$ cat config.mk
export PLATFORM = sky130hd
export DESIGN_NAME = prio_encoder_rr_flat
export DESIGN_NICKNAME = d
export VERILOG_FILES = /design/src/rtl/prio_enc_pkg.sv /design/src/rtl/prio_encoder_rr_if.sv /design/src/rtl/prio_enc_core.sv /design/src/rtl/prio_encoder_rr.sv /design/src/flat_wrapper.sv
export SDC_FILE = /design/constraint.sdc
export NUM_CORES = 1
export LEC_CHECK = 0
export ABC_CLOCK_PERIOD_IN_PS = 1500
export CORE_MARGIN = 4
export CORE_UTILIZATION = 26
export CTS_CLUSTER_DIAMETER = 50
export DETAILED_ROUTE_END_ITERATION = 6
export GPL_TIMING_DRIVEN = 1
export PLACE_DENSITY_LB_ADDON = 0.15
export SLEW_MARGIN = 15
export SYNTH_ARGS = -nofsm -noshare
export SYNTH_HDL_FRONTEND = slang
export SYNTH_SLANG_ARGS = --single-unit
$ cat constraint.sdc
create_clock -name clk -period 1.5 [get_ports clk]
set_input_delay 0.3 -clock clk [delete_from_list [all_inputs] [get_ports clk]]
set_output_delay 0.3 -clock clk [all_outputs]
set_load 0.05 [all_outputs]
$ cat src/rtl/prio_enc_pkg.sv
// Shared constants and helpers for the registered priority encoder.
// Mode encodings and index-width derivation.
package prio_enc_pkg;

  localparam logic MODE_FIXED = 1'b0;
  localparam logic MODE_RR    = 1'b1;

  function automatic int idx_w(input int width);
    return (width < 2) ? 1 : $clog2(width);
  endfunction

endpackage

$ cat src/rtl/prio_encoder_rr_if.sv
// Request/result handshake bundle for prio_encoder_rr.
// master drives requests and consumes results; slave is the encoder.
interface prio_encoder_rr_if
  import prio_enc_pkg::*;
#(
  parameter int WIDTH = 8
) ();

  localparam int IDX_W = idx_w(WIDTH);

  logic             in_valid;
  logic             in_ready;
  logic [WIDTH-1:0] req;
  logic             mode;
  logic             out_valid;
  logic             out_ready;
  logic [IDX_W-1:0] idx;
  logic [WIDTH-1:0] onehot;
  logic             none;

  modport master (
    output in_valid, req, mode, out_ready,
    input  in_ready, out_valid, idx, onehot, none
  );

  modport slave (
    input  in_valid, req, mode, out_ready,
    output in_ready, out_valid, idx, onehot, none
  );

endinterface

$ cat src/rtl/prio_enc_core.sv
// Combinational wrap-around priority search.
// Scans downward from start_i, wrapping 0 -> WIDTH-1.
module prio_enc_core #(
  parameter int WIDTH = 8,
  parameter int IDX_W = $clog2(WIDTH)
) (
  input  logic [WIDTH-1:0] req_i,
  input  logic [IDX_W-1:0] start_i,
  output logic [IDX_W-1:0] idx_o,
  output logic [WIDTH-1:0] onehot_o,
  output logic             none_o
);

  always_comb begin
    int pos;
    pos    = 0;
    idx_o  = '0;
    none_o = 1'b1;
    // Farthest candidate first, so the nearest hit is the last write.
    for (int k = WIDTH - 1; k >= 0; k--) begin
      pos = int'(start_i) - k;
      if (pos < 0) pos = pos + WIDTH;
      if (req_i[pos]) begin
        idx_o  = IDX_W'(pos);
        none_o = 1'b0;
      end
    end
    onehot_o = none_o ? '0 : (WIDTH'(1) << idx_o);
  end

endmodule

$ cat src/rtl/prio_encoder_rr.sv
// Registered priority encoder, valid/ready in and out.
// Round-robin policy compiled in only with PRIO_ENC_RR_EN.
module prio_encoder_rr
  import prio_enc_pkg::*;
#(
  parameter int WIDTH = 8
) (
  input logic              clk,
  input logic              rst,
  prio_encoder_rr_if.slave bus
);

  localparam int IDX_W = idx_w(WIDTH);
  localparam logic [IDX_W-1:0] TOP = IDX_W'(WIDTH - 1);

  logic             out_valid_q;
  logic [IDX_W-1:0] idx_q;
  logic [WIDTH-1:0] onehot_q;
  logic             none_q;

  logic             accept;
  logic [IDX_W-1:0] start;
  logic [IDX_W-1:0] win_idx;
  logic [WIDTH-1:0] win_oh;
  logic             win_none;

  assign bus.in_ready = !out_valid_q || bus.out_ready;
  assign accept = bus.in_valid && bus.in_ready;

`ifdef PRIO_ENC_RR_EN
  logic [IDX_W-1:0] ptr_q;
  logic [IDX_W-1:0] ptr_d;

  always_comb begin
    start = TOP;
    if (bus.mode == MODE_RR)
      start = (ptr_q == '0) ? TOP : ptr_q - 1'b1;
  end

  assign ptr_d = (accept && !win_none) ? win_idx : ptr_q;

  always_ff @(posedge clk or posedge rst) begin
    if (rst) ptr_q <= '0;
    else     ptr_q <= ptr_d;
  end
`else
  logic unused_mode;
  assign unused_mode = bus.mode;
  assign start = TOP;
`endif

  prio_enc_core #(
    .WIDTH (WIDTH),
    .IDX_W (IDX_W)
  ) u_core (
    .req_i    (bus.req),
    .start_i  (start),
    .idx_o    (win_idx),
    .onehot_o (win_oh),
    .none_o   (win_none)
  );

  always_ff @(posedge clk or posedge rst) begin
    if (rst) begin
      out_valid_q <= 1'b0;
      idx_q       <= '0;
      onehot_q    <= '0;
      none_q      <= 1'b0;
    end else if (accept) begin
      out_valid_q <= 1'b1;
      idx_q       <= win_idx;
      onehot_q    <= win_oh;
      none_q      <= win_none;
    end else if (bus.out_ready) begin
      out_valid_q <= 1'b0;
    end
  end

  assign bus.out_valid = out_valid_q;
  assign bus.idx       = idx_q;
  assign bus.onehot    = onehot_q;
  assign bus.none      = none_q;

endmodule

$ cat src/flat_wrapper.sv
// flat-port wrapper written by rule: the top's interface ports become plain ports
module prio_encoder_rr_flat import prio_enc_pkg::*;
#(
  parameter int WIDTH = 8
)
  (clk, rst, bus_in_valid, bus_req, bus_mode, bus_out_ready, bus_in_ready, bus_out_valid, bus_idx, bus_onehot, bus_none);
  prio_encoder_rr_if #(.WIDTH(WIDTH)) bus_i ();
  input logic clk;
  input logic rst;
  input wire logic [$bits(bus_i.in_valid)-1:0] bus_in_valid;
  input wire logic [$bits(bus_i.req)-1:0] bus_req;
  input wire logic [$bits(bus_i.mode)-1:0] bus_mode;
  input wire logic [$bits(bus_i.out_ready)-1:0] bus_out_ready;
  output wire logic [$bits(bus_i.in_ready)-1:0] bus_in_ready;
  output wire logic [$bits(bus_i.out_valid)-1:0] bus_out_valid;
  output wire logic [$bits(bus_i.idx)-1:0] bus_idx;
  output wire logic [$bits(bus_i.onehot)-1:0] bus_onehot;
  output wire logic [$bits(bus_i.none)-1:0] bus_none;
  assign bus_i.in_valid = bus_in_valid;
  assign bus_i.req = bus_req;
  assign bus_i.mode = bus_mode;
  assign bus_i.out_ready = bus_out_ready;
  assign bus_in_ready = bus_i.in_ready;
  assign bus_out_valid = bus_i.out_valid;
  assign bus_idx = bus_i.idx;
  assign bus_onehot = bus_i.onehot;
  assign bus_none = bus_i.none;
  prio_encoder_rr #(.WIDTH(WIDTH)) u_core (.clk(clk), .rst(rst), .bus(bus_i));
endmodule
Word-level counts from Yosys, hierarchy flattened --
Cells that the tools add are included.
Word-level totals: bits in registers 13, latch bits 0, memory bits (writable) 0, ROM bits 0, input bits 13, output and inout port bits 14, logic and storage cells 27, memories 0
Operators by class: $add $sub $neg 0, $mul 0, div/mod/pow operators 0, $lt $le $gt $ge 0, equal/unequal tests 0, shift operators 1, multiplexer cells 18, bitwise gates (word level) 0, reduce and logical (&&, ||, !) cells 4
Operators with widths (count):
- $mux W3 | 6
- $mux W1 | 11
- $mux W8 | 1
- $shl A1 B3 Y8 const A | 1
- $reduce_bool A2 Y1 | 1
- $logic_and A1 B1 Y1 | 1
- $logic_not A1 Y1 | 1
- $logic_or A1 B1 Y1 | 1

Longest topological paths before layout --
depth in word-level cells 9, gate-level depth with buffers 5

Cells and area by module --
Synthesis repeated with hierarchy kept, for this count alone.
Second synthesis, totals: cell total of the unflattened synthesis 132, area, all modules 1385.1 µm²
By module, submodules not included:
- prio_enc_core | instances 1, cells an instance 101, area an instance 827.0 µm², sequential area each 0.0 µm²
- prio_encoder_rr | instances 1, cells an instance 31, area an instance 558.0 µm², sequential area each 325.3 µm²

Least setup slack after synthesis --
No wires, ideal clock.
kind register to register, start reg u_core.out_valid_q, in the netlist u_core.bus.out_valid, end reg u_core.idx_q[0], in the netlist u_core.bus.idx[0], data arrival time 1.542 ns, required time 1.375 ns, path slack -0.166 ns, cell stages (with the launch flop) 4, buffers on the path 0, clock period less this slack 1.666 ns, cells stage by stage dfrtp_1 -> nand2b_2 -> nand2_1 -> mux2_2
Between the ends: word-level cells in the longest chain between the ends 3
RTL lines:
- start, declared | RTL line prio_encoder_rr.sv:16 | logic out_valid_q;
- start signal, assigned | RTL line prio_encoder_rr.sv:65 | out_valid_q <= 1'b0;
- start signal, assigned | RTL line prio_encoder_rr.sv:70 | out_valid_q <= 1'b1;
- start signal, assigned | RTL line prio_encoder_rr.sv:75 | out_valid_q <= 1'b0;
- $logic_not A1 Y1 | RTL line prio_encoder_rr.sv:27 | assign bus.in_ready = !out_valid_q || bus.out_ready;
- $logic_or A1 B1 Y1 | RTL line prio_encoder_rr.sv:27
- net bus_in_ready | RTL line flat_wrapper.sv:14 | output wire logic [$bits(bus_i.in_ready)-1:0] bus_in_ready;
- $logic_and A1 B1 Y1 | RTL line prio_encoder_rr.sv:28 | assign accept = bus.in_valid && bus.in_ready;
- end signal, assigned | RTL line prio_encoder_rr.sv:71 | idx_q <= win_idx;
- end, declared | RTL line prio_encoder_rr.sv:17 | logic [IDX_W-1:0] idx_q;
The timed path passes the listed nets, and every way through them passes these cells. A chain may end at the register's enable or synchronous reset.

Worst setup path after layout --
start in bus_out_ready, end out bus_in_ready
Between the ends: word-level cells in the longest chain between the ends 1
RTL lines:
- start, declared | RTL line flat_wrapper.sv:13 | input wire logic [$bits(bus_i.out_ready)-1:0] bus_out_ready;
- $logic_or A1 B1 Y1 | RTL line prio_encoder_rr.sv:27
- end, declared | RTL line flat_wrapper.sv:14
Every way passes these cells.

==> results.py <==
metrics = {
    "worst_setup_path": {
        "start_kind": "primary input",
        "end_kind": "output pin",
        "critPathKind": "primary input to output pin",
        "cp_data_arrival_time_ps": 1160,
        "reg2reg_slack_ps": 290,
        "cp_max_fo": 3,
        "cp.required_ps": 1200,
    },
    "cts": {
        "cts-resized-gates": 0,
        "path_clk_slew_ps": 80,
        "cts.sinks": 13,
        "hold_buffers": 0,
        "cts_tree": "done",
        "cts_root_buf": "clkbuf_4",
        "cts_buffers": 3,
        "cts_max_level": 1,
        "cts_setup_buffers": 0,
        "clock_path_buffers": 2,
        "clock_latency_ps": 280,
    },
    "power": {
        "irDropWorstVdd_v": 0.000476,
        "power_density_nw_per_um2": 853,
        "pwr-share-clk_pct": 23.5,
        "switching_share_pct": 31.5,
        "combPwrFrac_pct": 33.5,
        "p_leak_nw": 0.475,
        "intPower_w": 0.000634,
        "total_power_w": 0.000926,
        "switchingPower_w": 0.000292,
        "seqPwrFrac_pct": 43.0,
    },
    "final_layout": {
        "diodes": 0,
        "final_nets": 105,
        "final_cells": 118,
        "postLayoutCoreUtil_pct": 53.7,
        "finalInstanceArea_um2": 1080,
        "final.fill_count": 185,
        "drive_above_1_share_pct": 36.3,
        "area_growth_pct": 90.1,
    },
    "sta": {
        "timing.hold.ws_ps": 341,
        "final.period_utilization_pct": 97.3,
        "slew_violations": 0,
        "maxSlewHeadroom_pct": 59.2,
        "worst_pin_slew_ps": 607,
        "timing.fmax_mhz": 685,
        "fin_skew_ps": 0.155,
        "rsz0062_at_grt": "false",
        "hold_viol_final": 0,
        "min_period_ps": 1460,
        "setup_viol": 0,
    },
    "run_status": {
        "outcome": "complete, no violations",
    },
    "drt": {
        "avgRoutedWirePerCell_um": 12.4,
        "ant_nets": 0,
        "vias": 538,
        "route.detailed.drc": 0,
        "viasPerCell": 4.56,
        "drt_iter0_markers": 3,
        "drt_wl_total_mm": 1.46,
        "firstDrtPassIters": 4,
    },
    "global_routing": {
        "first_global_vias": 545,
        "grt_use_total_pct": 11.3,
        "grt_start_max_net_pins": 14,
        "grt_pass1_wl_mm": 2.28,
        "grt.overflow.total": 0,
        "antenna_found_initial": 0,
    },
    "place": {
        "dp_hpwl_mm": 1.18,
        "placed_area_um2": 1060,
        "portBuffers": 25,
        "gp_congestion": 0.753,
        "dp.cells": 114,
    },
    "floorplan": {
        "core-area_um2": 2020,
        "die_w_um": 54.8,
        "die_h_um": 54.8,
        "fp-row-count": 16,
        "ios": 27,
        "initial_core_util_pct": 28.2,
        "die-area_um2": 3010,
    },
    "yosys": {
        "syn-cell-area_um2": 571,
        "yosys-top-cells-count": "13 x dfrtp_1, 8 x nand2_1, 6 x nor2_1, 4 x o21ai_0, 4 x o31ai_1",
        "yosysMostFrequentCell": "dfrtp_1",
        "syn_avg_cell_area_um2": 10.6,
        "ys_ff_latch": 13,
        "netlist_instances": 54,
        "synth_flop_cell": "dfrtp_1",
        "yosysWarnings": 0,
        "synth_area_leaders": "dfrtp_1 57%, nand2_1 5.3%, o31ai_1 5.3%, mux2_2 3.9%, nor2_1 3.9%",
        "syn-num-nets": 67,
        "synth.distinct_cells": 18,
        "yosysSeqAreaShare_pct": 57.0,
        "synth_top_cell_area_share_pct": 57.0,
        "yosysTopAreaCell": "dfrtp_1",
        "async_flop_share_pct": 100,
        "synth_edf_count": 0,
    },
    "flow_run": {
        "cap_viol_max_count": 0,
    },
    "hold_path": {
        "hold_path.class": "primary input to asynchronous set/reset pin",
    },
}
layout by cell type (no fill, tap or decap), drive strengths merged, types with 2 or more instances in the layout:
cell type,n
buf,23
dfrtp,13
clkdlybuf4s50,11
nand2,8
nor2,6
o21ai,4
o31ai,4
clkbuf,4
a21oi,3
inv,3
mux2,2
a22o,2
nand2b,2
final timing paths:
path / from / to / depth (start not counted)
setup / recovery: bus_out_ready / bus_in_ready / 4
hold / removal: rst / u_core.bus.onehot[2]$_DFFE_PP0P_ / 2
setup reg to reg: u_core.bus.out_valid$_DFFE_PP0P_ / u_core.bus.onehot[6]$_DFFE_PP0P_ / 4
hold reg to reg: u_core.bus.onehot[5]$_DFFE_PP0P_ / u_core.bus.onehot[5]$_DFFE_PP0P_ / 2
max in group asynchronous: rst / u_core.bus.out_valid$_DFFE_PP0P_ / 2
min in group clk: u_core.bus.onehot[5]$_DFFE_PP0P_ / u_core.bus.onehot[5]$_DFFE_PP0P_ / 2
area by class of cell:
class                      count  area, um^2  area share, %
inverter                       3        11.3           1.04
tap                           27        33.8           3.11
multi-input combinational     37         229           21.1
sequential                    13         327           30.1
clock buffer                   4        26.3           2.42
timing repair buffer          34         458           42.2
per-layer routing:
metal,track usage [%],routed length (um),vias to the layer above
met1,13.0,582,256
met3,2.45,44,5
met4,8.71,50,0
met2,17.9,782,12
li1,-,-,265
met5,0,0,-
through the flow:
stage	TNS [ps]	setup slack, ps
after floorplan	0	9.76
after global placement	-1150	-189
after detailed placement	-1310	-231
after CTS	0	33.8
after global routing	0	4.94
final	0	40.0
worst max-delay path, cell delays in order:
cell and delay (ps):
clkdlybuf4s50_1 390, nand2b_2 190, buf_4 140, buf_12 140
registers in the layout, indices dropped and copies added, names as in the netlist:
signal,count
u_core.bus.none,1
u_core.bus.onehot,8
u_core.bus.out_valid,1
u_core.bus.idx,3
kinds of logic (layout without fill, tap and decap cells):
| family | after synthesis | count (layout) | share of synthesized area [%] |
|---|---|---|---|
| DFF | 13 | 13 | 57.0 |
| and+or+nand+nor | 20 | 20 | 18.4 |
| muxes | 2 | 2 | 3.95 |
| AOI/OAI and AO/OA | 15 | 15 | 17.8 |
| buffers and inverters | 4 | 41 | 2.85 |
power by group through the flow:
stage	Combinational [W]	Clock (W)	Sequential [W]
6_report	0.000310	0.000217	0.000398
5_1_grt	0.000326	0.000243	0.000401
4_1_cts	0.000315	0.000228	0.000399
3_5_place_dp	0.000313	0	0.000406
3_3_place_gp	0.000310	0	0.000405
2_1_floorplan	0.0000555	0	0.000474
(Power assumes the default switching activity.)
